$ cat config.mk
export PLATFORM = sky130hd
export DESIGN_NAME = seq_detect_param
export DESIGN_NICKNAME = d
export VERILOG_FILES = /design/src/rtl/seq_detect_param.sv
export SDC_FILE = /design/constraint.sdc
export NUM_CORES = 1
export LEC_CHECK = 0
export BUFFER_PORTS_ARGS = -buffer_cell sky130_fd_sc_hd__buf_2
export CAP_MARGIN = 30
export CORE_UTILIZATION = 25
export DETAILED_ROUTE_END_ITERATION = 6
export GPL_TIMING_DRIVEN = 0
export SYNTH_ARGS = -nofsm -noshare
export SYNTH_HDL_FRONTEND = slang
export SYNTH_SLANG_ARGS = --single-unit
$ cat constraint.sdc
create_clock -name clk -period 2.37 [get_ports clk]
set_clock_uncertainty 0.1 [all_clocks]
set_input_delay 0.474 -clock clk [delete_from_list [all_inputs] [get_ports clk]]
set_output_delay 0.474 -clock clk [all_outputs]
set_load 0.01 [all_outputs]
$ cat src/rtl/seq_detect_param.sv
// Serial pattern detector with a runtime-loadable N-bit pattern, overlap mode,
// a registered one-cycle match pulse and a saturating match counter.
module seq_detect_param #(
  parameter int             N           = 4,
  parameter logic [N-1:0]   RST_PATTERN = N'(4'b1101),
  parameter bit             RST_OVERLAP = 1'b1,
  parameter int             CNT_W       = 8
) (
  input  logic             clk,
  input  logic             rst_n,
  input  logic             a,
  input  logic             in_valid,
  input  logic             cfg_load,
  input  logic [N-1:0]     cfg_pattern,
  input  logic             cfg_overlap,
  input  logic             cnt_clr,
  output logic             y,
  output logic [CNT_W-1:0] match_cnt,
  output logic             cnt_sat
);

  localparam int             FW   = $clog2(N + 1);
  localparam logic [FW-1:0]  FULL = FW'(N);

  // Only the newest N-1 bits are kept: the oldest bit of an N-bit history is
  // shifted out before it could ever take part in a comparison.
  logic [N-2:0]     hist_q, hist_d;
  logic [FW-1:0]    fill_q, fill_d;
  logic [N-1:0]     pat_q, pat_d;
  logic             ovl_q, ovl_d;
  logic             y_q, y_d;
  logic [CNT_W-1:0] cnt_q, cnt_d;

  logic [N-1:0]     samp;
  logic [FW-1:0]    fill_inc;
  logic             match;

  always_comb begin
    samp     = {hist_q, a};
    fill_inc = (fill_q == FULL) ? FULL : fill_q + 1'b1;
    match    = in_valid && !cfg_load && (fill_inc == FULL) && (samp == pat_q);

    hist_d = hist_q;
    fill_d = fill_q;
    pat_d  = pat_q;
    ovl_d  = ovl_q;
    y_d    = 1'b0;
    cnt_d  = cnt_q;

    if (cfg_load) begin
      pat_d  = cfg_pattern;
      ovl_d  = cfg_overlap;
      hist_d = '0;
      fill_d = '0;
    end else if (in_valid) begin
      hist_d = samp[N-2:0];
      fill_d = (match && !ovl_q) ? '0 : fill_inc;
      y_d    = match;
    end

    if (cnt_clr) begin
      cnt_d = '0;
    end else if (match && (cnt_q != '1)) begin
      cnt_d = cnt_q + 1'b1;
    end
  end

  always_ff @(posedge clk or negedge rst_n) begin
    if (!rst_n) begin
      hist_q <= '0;
      fill_q <= '0;
      pat_q  <= RST_PATTERN;
      ovl_q  <= RST_OVERLAP;
      y_q    <= 1'b0;
      cnt_q  <= '0;
    end else begin
      hist_q <= hist_d;
      fill_q <= fill_d;
      pat_q  <= pat_d;
      ovl_q  <= ovl_d;
      y_q    <= y_d;
      cnt_q  <= cnt_d;
    end
  end

  assign y         = y_q;
  assign match_cnt = cnt_q;
  assign cnt_sat   = &cnt_q;

endmodule

After elaboration in Yosys (flattened, before gate mapping):

Cells that the tools add are included.
Widths: inputs -> output; s select.

* flip-flop bits (word level): 20
* output and inout bits: 10
* logic and storage cells: 32

* equality and inequality tests: 4
* multiplexer cells: 10
* add/sub/neg operators: 2
* reductions and logical operators: 10

Operators by type and width (count)
* $mux 3: 6
* $mux 8: 2
* $add 8x1->8 const B: 1
* $ne 8x8->1 const B: 1
* $reduce_and 8->1: 1
* $eq 3x3->1 const B: 2
* $logic_and 1x1->1: 5
* $eq 4x4->1: 1
* $reduce_bool 2->1: 2
* $add 3x1->3 const B: 1
* $logic_not 1->1: 2
* $mux 1: 2

Longest topological paths before layout:

Gate-level depths: netlist (run 1).

* word-level depth: 9
* depth in mapped cells: 8
* depth with buffers taken out: 7

Least setup slack after synthesis (run 1):

No wires, ideal clock.

* path type: reg2reg
* start point: register fill_q[0]
* end point: register cnt_q[6], in the netlist match_cnt[6]
* slack: 0.309 ns
* buffers on the path: 1
* data required time: 2.145 ns
* setup time: 0.125 ns
* period minus slack after synthesis: 2.061 ns
* stages on the path, launching flop included: 9
* data arrival time: 1.836 ns
* cells stage by stage: dfrtp_1 -> inv_1 -> ha_1 -> and3b_4 -> nor4b_4 -> nand3_2 -> buf_6 -> nor3_1 -> mux2_2

* word-level cells in the longest chain between the ends: 7
* elaborated cells on any way between the ends: 8

RTL lines
* start: declaration: line 28 `logic [FW-1:0] fill_q, fill_d;`
* start signal: assignment: line 78 `fill_q <= fill_d;`
* $add 3x1->3 / $eq 3x3->1 (equally long branches): line 40 `fill_inc = (fill_q == FULL) ? FULL : fill_q + 1'b1;`
* $mux 3 *: line 40
* $eq 3x3->1 *: line 41 `match = in_valid && !cfg_load && (fill_inc == FULL) && (samp == pat_q);`
* $logic_and 1x1->1 * (2 in a row): line 41
* $logic_and 1x1->1 *: line 63 `end else if (match && (cnt_q != '1)) begin`
* $reduce_bool 2->1 (no source line) *
* end signal: assignment: line 82 `cnt_q <= cnt_d;`
* end: declaration: line 32 `logic [CNT_W-1:0] cnt_q, cnt_d;`

Mark *: on every way between the ends. The rest lies on a longest branch, timed or not.
A chain may end at the register's enable or synchronous reset.

Worst setup path after layout (run 1):

Ends and elaborated chain as after synthesis.

==> run_summary.xml, run 1 <==
<?xml version="1.0" encoding="UTF-8"?>
<metrics>
  <group name="job">
    <metric name="cap_violations" unit="">0</metric>
  </group>
  <group name="timing">
    <metric name="fin_setup_tns" unit="ps">0</metric>
    <metric name="finalMaxSlewViolations" unit="">0</metric>
    <metric name="max_slew_margin" unit="%">68.6</metric>
    <metric name="finalSetupViolations" unit="">0</metric>
    <metric name="rsz0062_at_grt" unit="">no</metric>
    <metric name="worst_pin_slew" unit="ps">471</metric>
    <metric name="clock.fmax" unit="GHz">0.443</metric>
    <metric name="finalCritPeriodShare" unit="%">95.2</metric>
    <metric name="fin_crit" unit="ps">2260</metric>
    <metric name="hold_violations" unit="">0</metric>
  </group>
  <group name="critical_path">
    <metric name="worst_r2r_path_depth" unit="">8</metric>
    <metric name="startpoint_of_the_worst_register_to_register_path" unit="">fill_q[0]$_DFFE_PN0P_</metric>
    <metric name="timing.critical_path.from_type" unit="">flip-flop</metric>
    <metric name="crit_fanout" unit="">10</metric>
    <metric name="cp.required" unit="ps">2420</metric>
    <metric name="cp-startpoint" unit="">fill_q[0]$_DFFE_PN0P_</metric>
    <metric name="worst_setup_path_end_kind" unit="">flip-flop</metric>
    <metric name="worstSetupPathType" unit="">reg2reg</metric>
    <metric name="worst-endpoint-arrival" unit="ps">2300</metric>
  </group>
  <group name="synth">
    <metric name="syn_nets" unit="">113</metric>
    <metric name="synth_enable_flop_cells" unit="">0</metric>
    <metric name="synth.top_cells.by_area" unit="">sky130_fd_sc_hd__dfrtp_1, sky130_fd_sc_hd__dfstp_2, sky130_fd_sc_hd__mux2_2</metric>
    <metric name="synthesis.yosys.warnings" unit="">0</metric>
    <metric name="synth_top_area_share" unit="%">38.0</metric>
    <metric name="netlist_instances" unit="">99</metric>
    <metric name="share_of_synthesized_area_occupied_by_flip_flops_and_latches" unit="%">48.0</metric>
    <metric name="synth-seq-cells" unit="">20</metric>
    <metric name="syn-mean-instance-area" unit="µm²">10.6</metric>
    <metric name="share_of_flip_flops_with_an_asynchronous_set_or_reset" unit="%">100</metric>
    <metric name="yosys.area.top_type" unit="">sky130_fd_sc_hd__dfrtp_1</metric>
    <metric name="synth_cell_types" unit="">30</metric>
    <metric name="ys.flop_type" unit="">sky130_fd_sc_hd__dfrtp_1</metric>
    <metric name="post_synth_instance_area" unit="mm²">0.00105</metric>
  </group>
  <group name="placement">
    <metric name="routabilityCongestion" unit="">0.748</metric>
    <metric name="number_of_input_and_output_port_buffers_inserted" unit="">19</metric>
    <metric name="placed_wire_length_estimate" unit="µm">1700</metric>
  </group>
  <group name="global_route">
    <metric name="grt_start_max_net_pins" unit="">21</metric>
    <metric name="vias_in_the_first_global_route" unit="">849</metric>
    <metric name="globalRouteOverflowTotal" unit="">0</metric>
    <metric name="grt_antenna_before_repair" unit="">0</metric>
    <metric name="globalRouteTotalUtil" unit="%">11.5</metric>
    <metric name="grt_pass1_wl" unit="µm">3870</metric>
  </group>
  <group name="clock_tree">
    <metric name="cts_hold_repair.buffers" unit="">0</metric>
    <metric name="h_tree_level_count" unit="">1</metric>
    <metric name="path_clk_slew" unit="ps">80</metric>
    <metric name="cts.root.buffer_cell" unit="">sky130_fd_sc_hd__clkbuf_8</metric>
    <metric name="clk_latency" unit="ps">260</metric>
    <metric name="tritoncts.num_buffers" unit="">3</metric>
    <metric name="cts.sinks" unit="">20</metric>
    <metric name="clockBufferDepth" unit="">2</metric>
    <metric name="cts_tree" unit="">built</metric>
  </group>
  <group name="run_status">
    <metric name="outcome" unit="">finished, final reports clean</metric>
  </group>
  <group name="route">
    <metric name="wirelength" unit="µm">2220</metric>
    <metric name="detailedRoute.firstIterationViolations" unit="">27</metric>
    <metric name="drt-vias-per-instance" unit="">4.61</metric>
    <metric name="route.detailed.drc" unit="">0</metric>
    <metric name="drt.antenna.violating_nets" unit="">0</metric>
    <metric name="dr.pass1.iters" unit="">3</metric>
    <metric name="vias" unit="">797</metric>
    <metric name="routed_wire_length_per_instance" unit="µm">12.8</metric>
  </group>
  <group name="power_and_ir_drop">
    <metric name="power_density_over_cell_area" unit="mW/mm²">602</metric>
    <metric name="p_leak" unit="nW">0.606</metric>
    <metric name="power.ir.vdd_worst" unit="V">0.000294</metric>
  </group>
  <group name="die">
    <metric name="floorplan.initialDensity" unit="%">26.1</metric>
    <metric name="placement_rows" unit="">23</metric>
    <metric name="floorplan.die_area" unit="mm²">0.00447</metric>
    <metric name="die_width" unit="µm">66.9</metric>
    <metric name="ioPinCount" unit="">21</metric>
    <metric name="die_height" unit="µm">66.9</metric>
    <metric name="core_area" unit="mm²">0.00403</metric>
  </group>
  <group name="hold_path">
    <metric name="hold_class" unit="">in2async</metric>
  </group>
  <group name="final_layout">
    <metric name="design.final.nets" unit="">138</metric>
    <metric name="area.growth.synth_to_final" unit="%">23.1</metric>
    <metric name="layout-drive-gt1-share" unit="%">35.0</metric>
    <metric name="antenna_cells_inserted" unit="">0</metric>
    <metric name="layout.core_utilization" unit="%">32.1</metric>
  </group>
</metrics>
[cell families (layout without fill, tap and decap cells)]
logic type	Yosys count	count (layout)	synth area share [%]
simple gates	38	38	20.1
flops	20	20	48.0
mux	14	14	14.4
compound gates	12	12	6.90
buf+inv	8	32	3.69
xor+xnor	4	4	3.33
fa+ha+maj	3	3	3.57
[where the power goes]
| part | internal (W) | switching [W] | total, W |
|---|---|---|---|
| combinational | 0.0000315 | 0.0000356 | 0.0000671 |
| sequential | 0.000359 | 0.00000996 | 0.000369 |
| clock | 0.000225 | 0.000118 | 0.000343 |
| total | 0.000616 | 0.000164 | 0.000780 |
[what timing repair did]
item,CTS,global route
gates resized for setup,0,2
setup buffers,0,1
endpoints found under the setup margin,0,4
[layout make-up]
| type | count | area [µm²] |
|---|---|---|
| plain buffers | 4 | 23.8 |
| clock buffers | 3 | 41.3 |
| clock inverters | 1 | 30.0 |
| fillers | 435 | 2730 |
| inverters | 4 | 15.0 |
| multi-input cells | 71 | 514 |
| flip-flops and latches | 20 | 505 |
| well taps | 50 | 62.6 |
| repair buffers | 20 | 103 |
[cells in the mapped netlist (all sizes together), types with 2 or more instances]
cell type,count
dfstp,4
a21oi,4
ha,3
or3,3
clkbuf,2
nand2,8
nand2b,2
o21ai,4
nor3,2
buf,2
dfrtp,16
inv,4
mux2i,5
nor2b,3
nand3,3
mux2,9
xor2,4
nor2,12
[flip-flops by register name, summed over array words and instances, names as in the netlist]
register	count
hist_q	3
match_cnt	8
ovl_q	1
pat_q	4
y	1
fill_q	3
[cell usage in the layout (no fill, tap or decap), drive strengths merged]
cell type and instances:
buf 22, dfrtp 16, nor2 12, mux2 9, nand2 8, mux2i 5
clkbuf 5, xor2 4, a21oi 4, o21ai 4, dfstp 4, inv 4
nor2b 3, or3 3, ha 3, nand3 3, nor3 2, nand2b 2
and3 1, and3b 1, nor4b 1, nor4 1, o31ai 1, or4 1
o2111ai 1, a2111oi 1, a211oi 1, bufinv 1
[per-layer routing]
| layer | share of wire, % | global-route usage, % |
|---|---|---|
| met2 | 52 | 20.8 |
| met4 | 0.36 | 2.66 |
| met5 | 0 | 0 |
| met3 | 4.9 | 4.28 |
| met1 | 43 | 12.6 |
[metrics by stage]
stage	hold slack (ps)	power (W)	cell area [µm²]	cells	worst slack, ps
2_1_floorplan	78.4	0.000413	1050	99	309
3_3_place_gp	338	0.000436	1210	168	142
3_5_place_dp	355	0.000441	1210	168	92.0
4_1_cts	67.7	0.000788	1280	172	66.1
5_1_grt	75.7	0.000816	1290	173	6.60
6_report	51.7	0.000780	1290	173	113
[final timing paths]
kind | end | slack (ps)
max in group asynchronous | ovl_q$_DFFE_PN1P_ | 1770
min in group clk | pat_q[2]$_DFFE_PN1P_ | 350
worst min register to register | match_cnt[7]$_DFFE_PN0P_ | 460
worst min-delay path | hist_q[0]$_DFFE_PN0P_ | 50
worst max-delay path | match_cnt[6]$_DFFE_PN0P_ | 110
worst max register to register | match_cnt[6]$_DFFE_PN0P_ | 110
[worst max-delay path: stages (launching register included)]
cell,delay [ps]
sky130_fd_sc_hd__dfrtp_1,400
sky130_fd_sc_hd__inv_2,80
sky130_fd_sc_hd__ha_1,160
sky130_fd_sc_hd__and3b_4,210
sky130_fd_sc_hd__nor4b_4,310
sky130_fd_sc_hd__nand3_2,180
sky130_fd_sc_hd__buf_6,180
sky130_fd_sc_hd__nor3_1,180
sky130_fd_sc_hd__mux2_2,350
Note: power is estimated with default switching activity, not from simulation.
==> inputs of run 2 (changes only) <==
--- a/config.mk
+++ b/config.mk
@@ -7,9 +7,12 @@
 export LEC_CHECK = 0
 export BUFFER_PORTS_ARGS = -buffer_cell sky130_fd_sc_hd__buf_2
 export CAP_MARGIN = 30
+export CELL_PAD_IN_SITES_DETAIL_PLACEMENT = 1
+export CELL_PAD_IN_SITES_GLOBAL_PLACEMENT = 1
 export CORE_UTILIZATION = 25
 export DETAILED_ROUTE_END_ITERATION = 6
 export GPL_TIMING_DRIVEN = 0
+export PLACE_DENSITY_LB_ADDON = 0.1
 export SYNTH_ARGS = -nofsm -noshare
 export SYNTH_HDL_FRONTEND = slang
 export SYNTH_SLANG_ARGS = --single-unit
==> run 2 against run 1 <==
- flip-flop and latch count stayed put
- total power is 13% lower
- register-to-register slack hardly changed
- sequential power hardly changed
- critical endpoint is now match_cnt[5]$_DFFE_PN0P_
- via count is 1.5% higher
- worst hold slack worse by 2.3 ps
==> run_summary.xml, run 2 (synthesis results as in run 1) <==
<?xml version="1.0" encoding="UTF-8"?>
<metrics>
  <group name="run_status">
    <metric name="outcome" unit="">finished, final reports clean</metric>
  </group>
  <group name="timing">
    <metric name="finalSetupViolations" unit="">0</metric>
    <metric name="hold-worst-slack" unit="ps">49.5</metric>
    <metric name="fin_crit" unit="ps">2240</metric>
    <metric name="clock.fmax" unit="GHz">0.446</metric>
    <metric name="max_slew_margin" unit="%">65.6</metric>
    <metric name="finalMaxSlewViolations" unit="">0</metric>
    <metric name="fin_setup_tns" unit="ps">0</metric>
    <metric name="rsz0062_at_grt" unit="">no</metric>
    <metric name="finalCritPeriodShare" unit="%">94.6</metric>
    <metric name="worst_pin_slew" unit="ps">516</metric>
    <metric name="hold_violations" unit="">0</metric>
  </group>
  <group name="final_layout">
    <metric name="largest_reg_flops" unit="">8</metric>
    <metric name="most_common_cell_after_layout_fill_and_taps_aside" unit="">sky130_fd_sc_hd__buf_2</metric>
    <metric name="layout.core_utilization" unit="%">31.9</metric>
    <metric name="design.final.nets" unit="">139</metric>
    <metric name="final_cell_count_no_fill" unit="">174</metric>
    <metric name="layout.cells.most_common_list" unit="">sky130_fd_sc_hd__buf_2, sky130_fd_sc_hd__dfrtp_1, sky130_fd_sc_hd__nor2_1</metric>
    <metric name="layout.filler_cells" unit="">485</metric>
    <metric name="antenna_cells_inserted" unit="">0</metric>
    <metric name="area.growth.synth_to_final" unit="%">22.1</metric>
    <metric name="layout-drive-gt1-share" unit="%">36.3</metric>
  </group>
  <group name="route">
    <metric name="dr.pass1.iters" unit="">4</metric>
    <metric name="drt.antenna.violating_nets" unit="">0</metric>
    <metric name="detailedRoute.firstIterationViolations" unit="">10</metric>
    <metric name="route.detailed.drc" unit="">0</metric>
    <metric name="vias" unit="">809</metric>
    <metric name="drt-vias-per-instance" unit="">4.65</metric>
    <metric name="wirelength" unit="µm">2370</metric>
    <metric name="routed_wire_length_per_instance" unit="µm">13.6</metric>
  </group>
  <group name="placement">
    <metric name="placed_wire_length_estimate" unit="µm">1700</metric>
    <metric name="number_of_input_and_output_port_buffers_inserted" unit="">19</metric>
    <metric name="placed_cells" unit="">168</metric>
    <metric name="routabilityCongestion" unit="">0.677</metric>
  </group>
  <group name="global_route">
    <metric name="grt_antenna_before_repair" unit="">0</metric>
    <metric name="globalRouteOverflowTotal" unit="">0</metric>
    <metric name="globalRouteTotalUtil" unit="%">12.2</metric>
    <metric name="grt_start_max_net_pins" unit="">21</metric>
    <metric name="grt_pass1_wl" unit="µm">3970</metric>
    <metric name="vias_in_the_first_global_route" unit="">825</metric>
  </group>
  <group name="clock_tree">
    <metric name="cts.root.buffer_cell" unit="">sky130_fd_sc_hd__clkbuf_8</metric>
    <metric name="clk_latency" unit="ps">270</metric>
    <metric name="cts_tree" unit="">built</metric>
    <metric name="clockBufferDepth" unit="">2</metric>
    <metric name="cts_hold_repair.buffers" unit="">0</metric>
    <metric name="tritoncts.num_buffers" unit="">3</metric>
    <metric name="h_tree_level_count" unit="">1</metric>
    <metric name="cts.sinks" unit="">20</metric>
    <metric name="path_clk_slew" unit="ps">80</metric>
  </group>
  <group name="die">
    <metric name="placement_rows" unit="">23</metric>
    <metric name="core_area" unit="mm²">0.00403</metric>
    <metric name="ioPinCount" unit="">21</metric>
    <metric name="die_width" unit="µm">66.9</metric>
    <metric name="floorplan.die_area" unit="mm²">0.00447</metric>
    <metric name="die_height" unit="µm">66.9</metric>
    <metric name="floorplan.initialDensity" unit="%">26.1</metric>
  </group>
  <group name="critical_path">
    <metric name="slowest_library_cell_on_the_worst_path" unit="">sky130_fd_sc_hd__or4_1</metric>
    <metric name="worst_setup_path_end_kind" unit="">flip-flop</metric>
    <metric name="timing.critical_path.from_type" unit="">flip-flop</metric>
    <metric name="worstSetupPathType" unit="">reg2reg</metric>
    <metric name="worst-endpoint-arrival" unit="ps">2340</metric>
    <metric name="crit_fanout" unit="">3</metric>
    <metric name="cp.required" unit="ps">2470</metric>
    <metric name="critical_path_cell_by_cell" unit="">inv_2, ha_1, and3b_4, nor4b_4, nand3_2, buf_4, or4_1, a21oi_2</metric>
    <metric name="cpPeakStageDelay" unit="ps">490</metric>
  </group>
  <group name="job">
    <metric name="cap_violations" unit="">0</metric>
  </group>
  <group name="power_and_ir_drop">
    <metric name="power_density_over_cell_area" unit="mW/mm²">526</metric>
    <metric name="power.ir.vdd_worst" unit="V">0.000171</metric>
    <metric name="power_after_layout" unit="W">0.000675</metric>
    <metric name="p_leak" unit="nW">0.597</metric>
  </group>
  <group name="hold_path">
    <metric name="hold_class" unit="">in2async</metric>
  </group>
</metrics>
[run 2: layout make-up]
type | instances | area, µm² | area share [%]
multi-input combinational | 71 | 523 | 40.7
tap | 50 | 62.6 | 4.87
clock buffer | 4 | 45.0 | 3.51
buffer | 4 | 23.8 | 1.85
sequential | 20 | 505 | 39.3
timing repair buffer | 21 | 110 | 8.57
inverter | 4 | 15.0 | 1.17
[run 2: through the flow]
step,worst slack [ps],area [µm²]
after floorplan,309,1050
after global placement,55.9,1210
after detailed placement,69.0,1210
after CTS,50.8,1250
after global routing,15.2,1280
final,127,1280
[run 2: report_power, final]
part | switching (W) | internal (W)
combinational | 0.0000335 | 0.0000304
sequential | 0.00000944 | 0.000359
clock | 0.000123 | 0.000120
total | 0.000166 | 0.000510
[run 2: timing repair]
action | CTS | global route
setup buffers | 0 | 2
gates resized for setup | 0 | 5
setup endpoints to repair | 0 | 3
[run 2: worst paths after layout]
kind                                       start                        to  depth (start not counted)  slack [ps]
max                        fill_q[0]$_DFFE_PN0P_  match_cnt[5]$_DFFE_PN0P_                          8         130
min                                        rst_n  match_cnt[2]$_DFFE_PN0P_                          1          50
max reg2reg                fill_q[0]$_DFFE_PN0P_  match_cnt[5]$_DFFE_PN0P_                          8         130
min reg2reg                fill_q[2]$_DFFE_PN0P_     fill_q[2]$_DFFE_PN0P_                          2         450
max in group asynchronous                  rst_n      pat_q[3]$_DFFE_PN1P_                          1        1760
min in group clk                  cfg_pattern[1]      pat_q[1]$_DFFE_PN0P_                          2         340
[run 2: metal layers]
layer	vias up	global-route usage, %	wire length (µm)
met3	4	2.05	73
met4	0	5.59	35
met1	399	16.2	1150
met2	13	18.9	1110
li1	393	-	-
met5	-	0	0
[run 2: worst max-delay path, delay by kind of cell (launching register included)]
family	cells	cell delay (ps)
and+or+nand+nor	4	1140
DFF	1	400
buffers and inverters	2	240
adders and majority gates	1	160
AOI/OAI and AO/OA	1	140
==> inputs of run 3 (changes only) <==
--- a/config.mk
+++ b/config.mk
@@ -13,6 +13,7 @@
 export DETAILED_ROUTE_END_ITERATION = 6
 export GPL_TIMING_DRIVEN = 0
 export PLACE_DENSITY_LB_ADDON = 0.1
+export RECOVER_POWER = 100
 export SYNTH_ARGS = -nofsm -noshare
 export SYNTH_HDL_FRONTEND = slang
 export SYNTH_SLANG_ARGS = --single-unit
==> run 3 against run 2 <==
- clock-buffer cell count unchanged
- flip-flop and latch count unchanged
- sequential power about the same
- total power about the same
- design area decreased by 1.8%
- clock power about the same
- via count decreased by 0.49%
- combinational power decreased by 0.9%
- setup slack improved by 13 ps
- critical endpoint unchanged
- largest power group unchanged
==> run_summary.xml, run 3 (synthesis results as in run 1) <==
<?xml version="1.0" encoding="UTF-8"?>
<metrics>
  <group name="power_and_ir_drop">
    <metric name="p_clk_share" unit="%">36.0</metric>
    <metric name="swShare" unit="%">24.5</metric>
    <metric name="p_leak" unit="nW">0.547</metric>
    <metric name="netSwitchingPower" unit="W">0.000166</metric>
    <metric name="internal-power" unit="W">0.000509</metric>
    <metric name="power_after_layout" unit="W">0.000675</metric>
    <metric name="share_comb_of_total_power" unit="%">9.4</metric>
    <metric name="share_of_total_power_in_sequential_cells" unit="%">54.6</metric>
    <metric name="power.ir.vdd_worst" unit="V">0.000171</metric>
    <metric name="power_density_over_cell_area" unit="mW/mm²">535</metric>
  </group>
  <group name="die">
    <metric name="floorplan.die_area" unit="mm²">0.00447</metric>
    <metric name="floorplan.initialDensity" unit="%">26.1</metric>
    <metric name="die_height" unit="µm">66.9</metric>
    <metric name="ioPinCount" unit="">21</metric>
    <metric name="core_area" unit="mm²">0.00403</metric>
    <metric name="placement_rows" unit="">23</metric>
    <metric name="die_width" unit="µm">66.9</metric>
  </group>
  <group name="timing">
    <metric name="hold_violations" unit="">0</metric>
    <metric name="fin_crit" unit="ps">2230</metric>
    <metric name="finalMaxSlewViolations" unit="">0</metric>
    <metric name="rsz0062_at_grt" unit="">no</metric>
    <metric name="finalSetupViolations" unit="">0</metric>
    <metric name="worst_pin_slew" unit="ps">1110</metric>
    <metric name="finalCritPeriodShare" unit="%">94.1</metric>
    <metric name="fin_setup_tns" unit="ps">0</metric>
    <metric name="max_slew_margin" unit="%">25.7</metric>
    <metric name="clock.fmax" unit="GHz">0.449</metric>
  </group>
  <group name="placement">
    <metric name="number_of_input_and_output_port_buffers_inserted" unit="">19</metric>
    <metric name="placed_wire_length_estimate" unit="µm">1700</metric>
    <metric name="placed_cells" unit="">168</metric>
    <metric name="routabilityCongestion" unit="">0.677</metric>
  </group>
  <group name="global_route">
    <metric name="globalRouteTotalUtil" unit="%">12.2</metric>
    <metric name="grt_start_max_net_pins" unit="">21</metric>
    <metric name="grt_pass1_wl" unit="µm">3970</metric>
    <metric name="grt_antenna_before_repair" unit="">0</metric>
    <metric name="vias_in_the_first_global_route" unit="">825</metric>
    <metric name="globalRouteOverflowTotal" unit="">0</metric>
  </group>
  <group name="clock_tree">
    <metric name="cts_tree" unit="">built</metric>
    <metric name="cts.sinks" unit="">20</metric>
    <metric name="h_tree_level_count" unit="">1</metric>
    <metric name="cts.root.buffer_cell" unit="">sky130_fd_sc_hd__clkbuf_8</metric>
    <metric name="clk_latency" unit="ps">270</metric>
    <metric name="cts_hold_repair.buffers" unit="">0</metric>
    <metric name="path_clk_slew" unit="ps">80</metric>
    <metric name="tritoncts.num_buffers" unit="">3</metric>
    <metric name="clockBufferDepth" unit="">2</metric>
  </group>
  <group name="job">
    <metric name="cap_violations" unit="">0</metric>
  </group>
  <group name="route">
    <metric name="wirelength" unit="µm">2370</metric>
    <metric name="detailedRoute.firstIterationViolations" unit="">5</metric>
    <metric name="dr.pass1.iters" unit="">4</metric>
    <metric name="drt.antenna.violating_nets" unit="">0</metric>
    <metric name="vias" unit="">805</metric>
    <metric name="route.detailed.drc" unit="">0</metric>
    <metric name="routed_wire_length_per_instance" unit="µm">13.6</metric>
    <metric name="drt-vias-per-instance" unit="">4.63</metric>
  </group>
  <group name="final_layout">
    <metric name="area.growth.synth_to_final" unit="%">20.0</metric>
    <metric name="final-seq-area" unit="µm²">505</metric>
    <metric name="layout.cells.most_common_list" unit="">sky130_fd_sc_hd__dfrtp_1, sky130_fd_sc_hd__clkbuf_1, sky130_fd_sc_hd__nor2_1</metric>
    <metric name="design.final.nets" unit="">139</metric>
    <metric name="layout.filler_cells" unit="">489</metric>
    <metric name="most_common_cell_after_layout_fill_and_taps_aside" unit="">sky130_fd_sc_hd__dfrtp_1</metric>
    <metric name="layout-drive-gt1-share" unit="%">25.8</metric>
    <metric name="antenna_cells_inserted" unit="">0</metric>
    <metric name="multi_input_area" unit="µm²">518</metric>
    <metric name="final_cell_count_no_fill" unit="">174</metric>
    <metric name="largest_reg_flops" unit="">8</metric>
  </group>
  <group name="hold_path">
    <metric name="hold_class" unit="">in2async</metric>
  </group>
  <group name="critical_path">
    <metric name="worst_r2r_path_depth" unit="">8</metric>
    <metric name="crit_fanout" unit="">3</metric>
    <metric name="cp-startpoint" unit="">fill_q[0]$_DFFE_PN0P_</metric>
    <metric name="startpoint_of_the_worst_register_to_register_path" unit="">fill_q[0]$_DFFE_PN0P_</metric>
    <metric name="worst-endpoint-arrival" unit="ps">2330</metric>
    <metric name="timing.critical_path.from_type" unit="">flip-flop</metric>
    <metric name="cp.required" unit="ps">2470</metric>
    <metric name="timing.rr.end" unit="">match_cnt[5]$_DFFE_PN0P_</metric>
    <metric name="worst_setup_path_end_kind" unit="">flip-flop</metric>
    <metric name="worstSetupPathType" unit="">reg2reg</metric>
    <metric name="setup.worst_path.end" unit="">match_cnt[5]$_DFFE_PN0P_</metric>
    <metric name="r2r_setup_slack" unit="ps">140</metric>
  </group>
  <group name="run_status">
    <metric name="outcome" unit="">finished, final reports clean</metric>
  </group>
</metrics>
## run 3: changes by cell type in the layout (fill, tap and decap cells not counted), sizes merged
cell    delta
buf       -13
clkbuf    +13
## run 3: through the flow
stage	util (%)	cell area [µm²]	worst slack, ps	hold slack, ps
2_1_floorplan	-	1050	309	78.4
3_3_place_gp	30.0	1210	55.9	367
3_5_place_dp	30.0	1210	69.0	370
4_1_cts	31.1	1250	50.8	70.1
5_1_grt	31.3	1260	11.5	353
6_report	31.3	1260	140	293
## run 3: what timing repair did
action | in CTS | in global routing
resized for setup | 0 | 5
endpoints found under the setup margin | 0 | 3
buffers inserted | 0 | 2
## run 3: how the worst min path moves through the flow
stage	start	end
after floorplan	rst_n	fill_q[0]$_DFFE_PN0P_
after global placement	rst_n	fill_q[2]$_DFFE_PN0P_
after detailed placement	rst_n	y$_DFF_PN0_
after CTS	rst_n	y$_DFF_PN0_
after global routing	cfg_pattern[1]	pat_q[1]$_DFFE_PN0P_
final	rst_n	match_cnt[2]$_DFFE_PN0P_
## run 3: layout make-up
type | count | share of cell area (%)
buffer | 4 | 1.88
clock buffer | 4 | 3.57
inverter | 4 | 1.19
multi-input combinational | 71 | 41.0
sequential | 20 | 40.0
tap | 50 | 4.96
timing repair buffer | 21 | 7.33
## run 3: critical path, cell delays in order (launching register included)
cell and delay [ps]:
sky130_fd_sc_hd__dfrtp_1 400, sky130_fd_sc_hd__inv_2 80, sky130_fd_sc_hd__ha_1 160, sky130_fd_sc_hd__and3b_4 210
sky130_fd_sc_hd__nor4b_4 310, sky130_fd_sc_hd__nand3_2 130, sky130_fd_sc_hd__clkbuf_2 150, sky130_fd_sc_hd__or4_1 490
sky130_fd_sc_hd__a21oi_2 140
## run 3: power groups by stage
stage               sequential [W]  clock, W  combinational [W]
floorplan                 0.000373         0          0.0000407
global placement          0.000375         0          0.0000642
detailed placement        0.000375         0          0.0000656
CTS                       0.000369  0.000258          0.0000660
global route              0.000371  0.000264          0.0000727
finish                    0.000369  0.000243          0.0000633
## run 3: layer usage
| metal | part of all wire [%] | up-vias | global-route usage (%) |
|---|---|---|---|
| met1 | 49 | 395 | 16.2 |
| li1 | - | 393 | - |
| met2 | 47 | 13 | 18.9 |
| met4 | 1.5 | 0 | 5.59 |
| met3 | 3.0 | 4 | 2.05 |
| met5 | 0 | - | 0 |
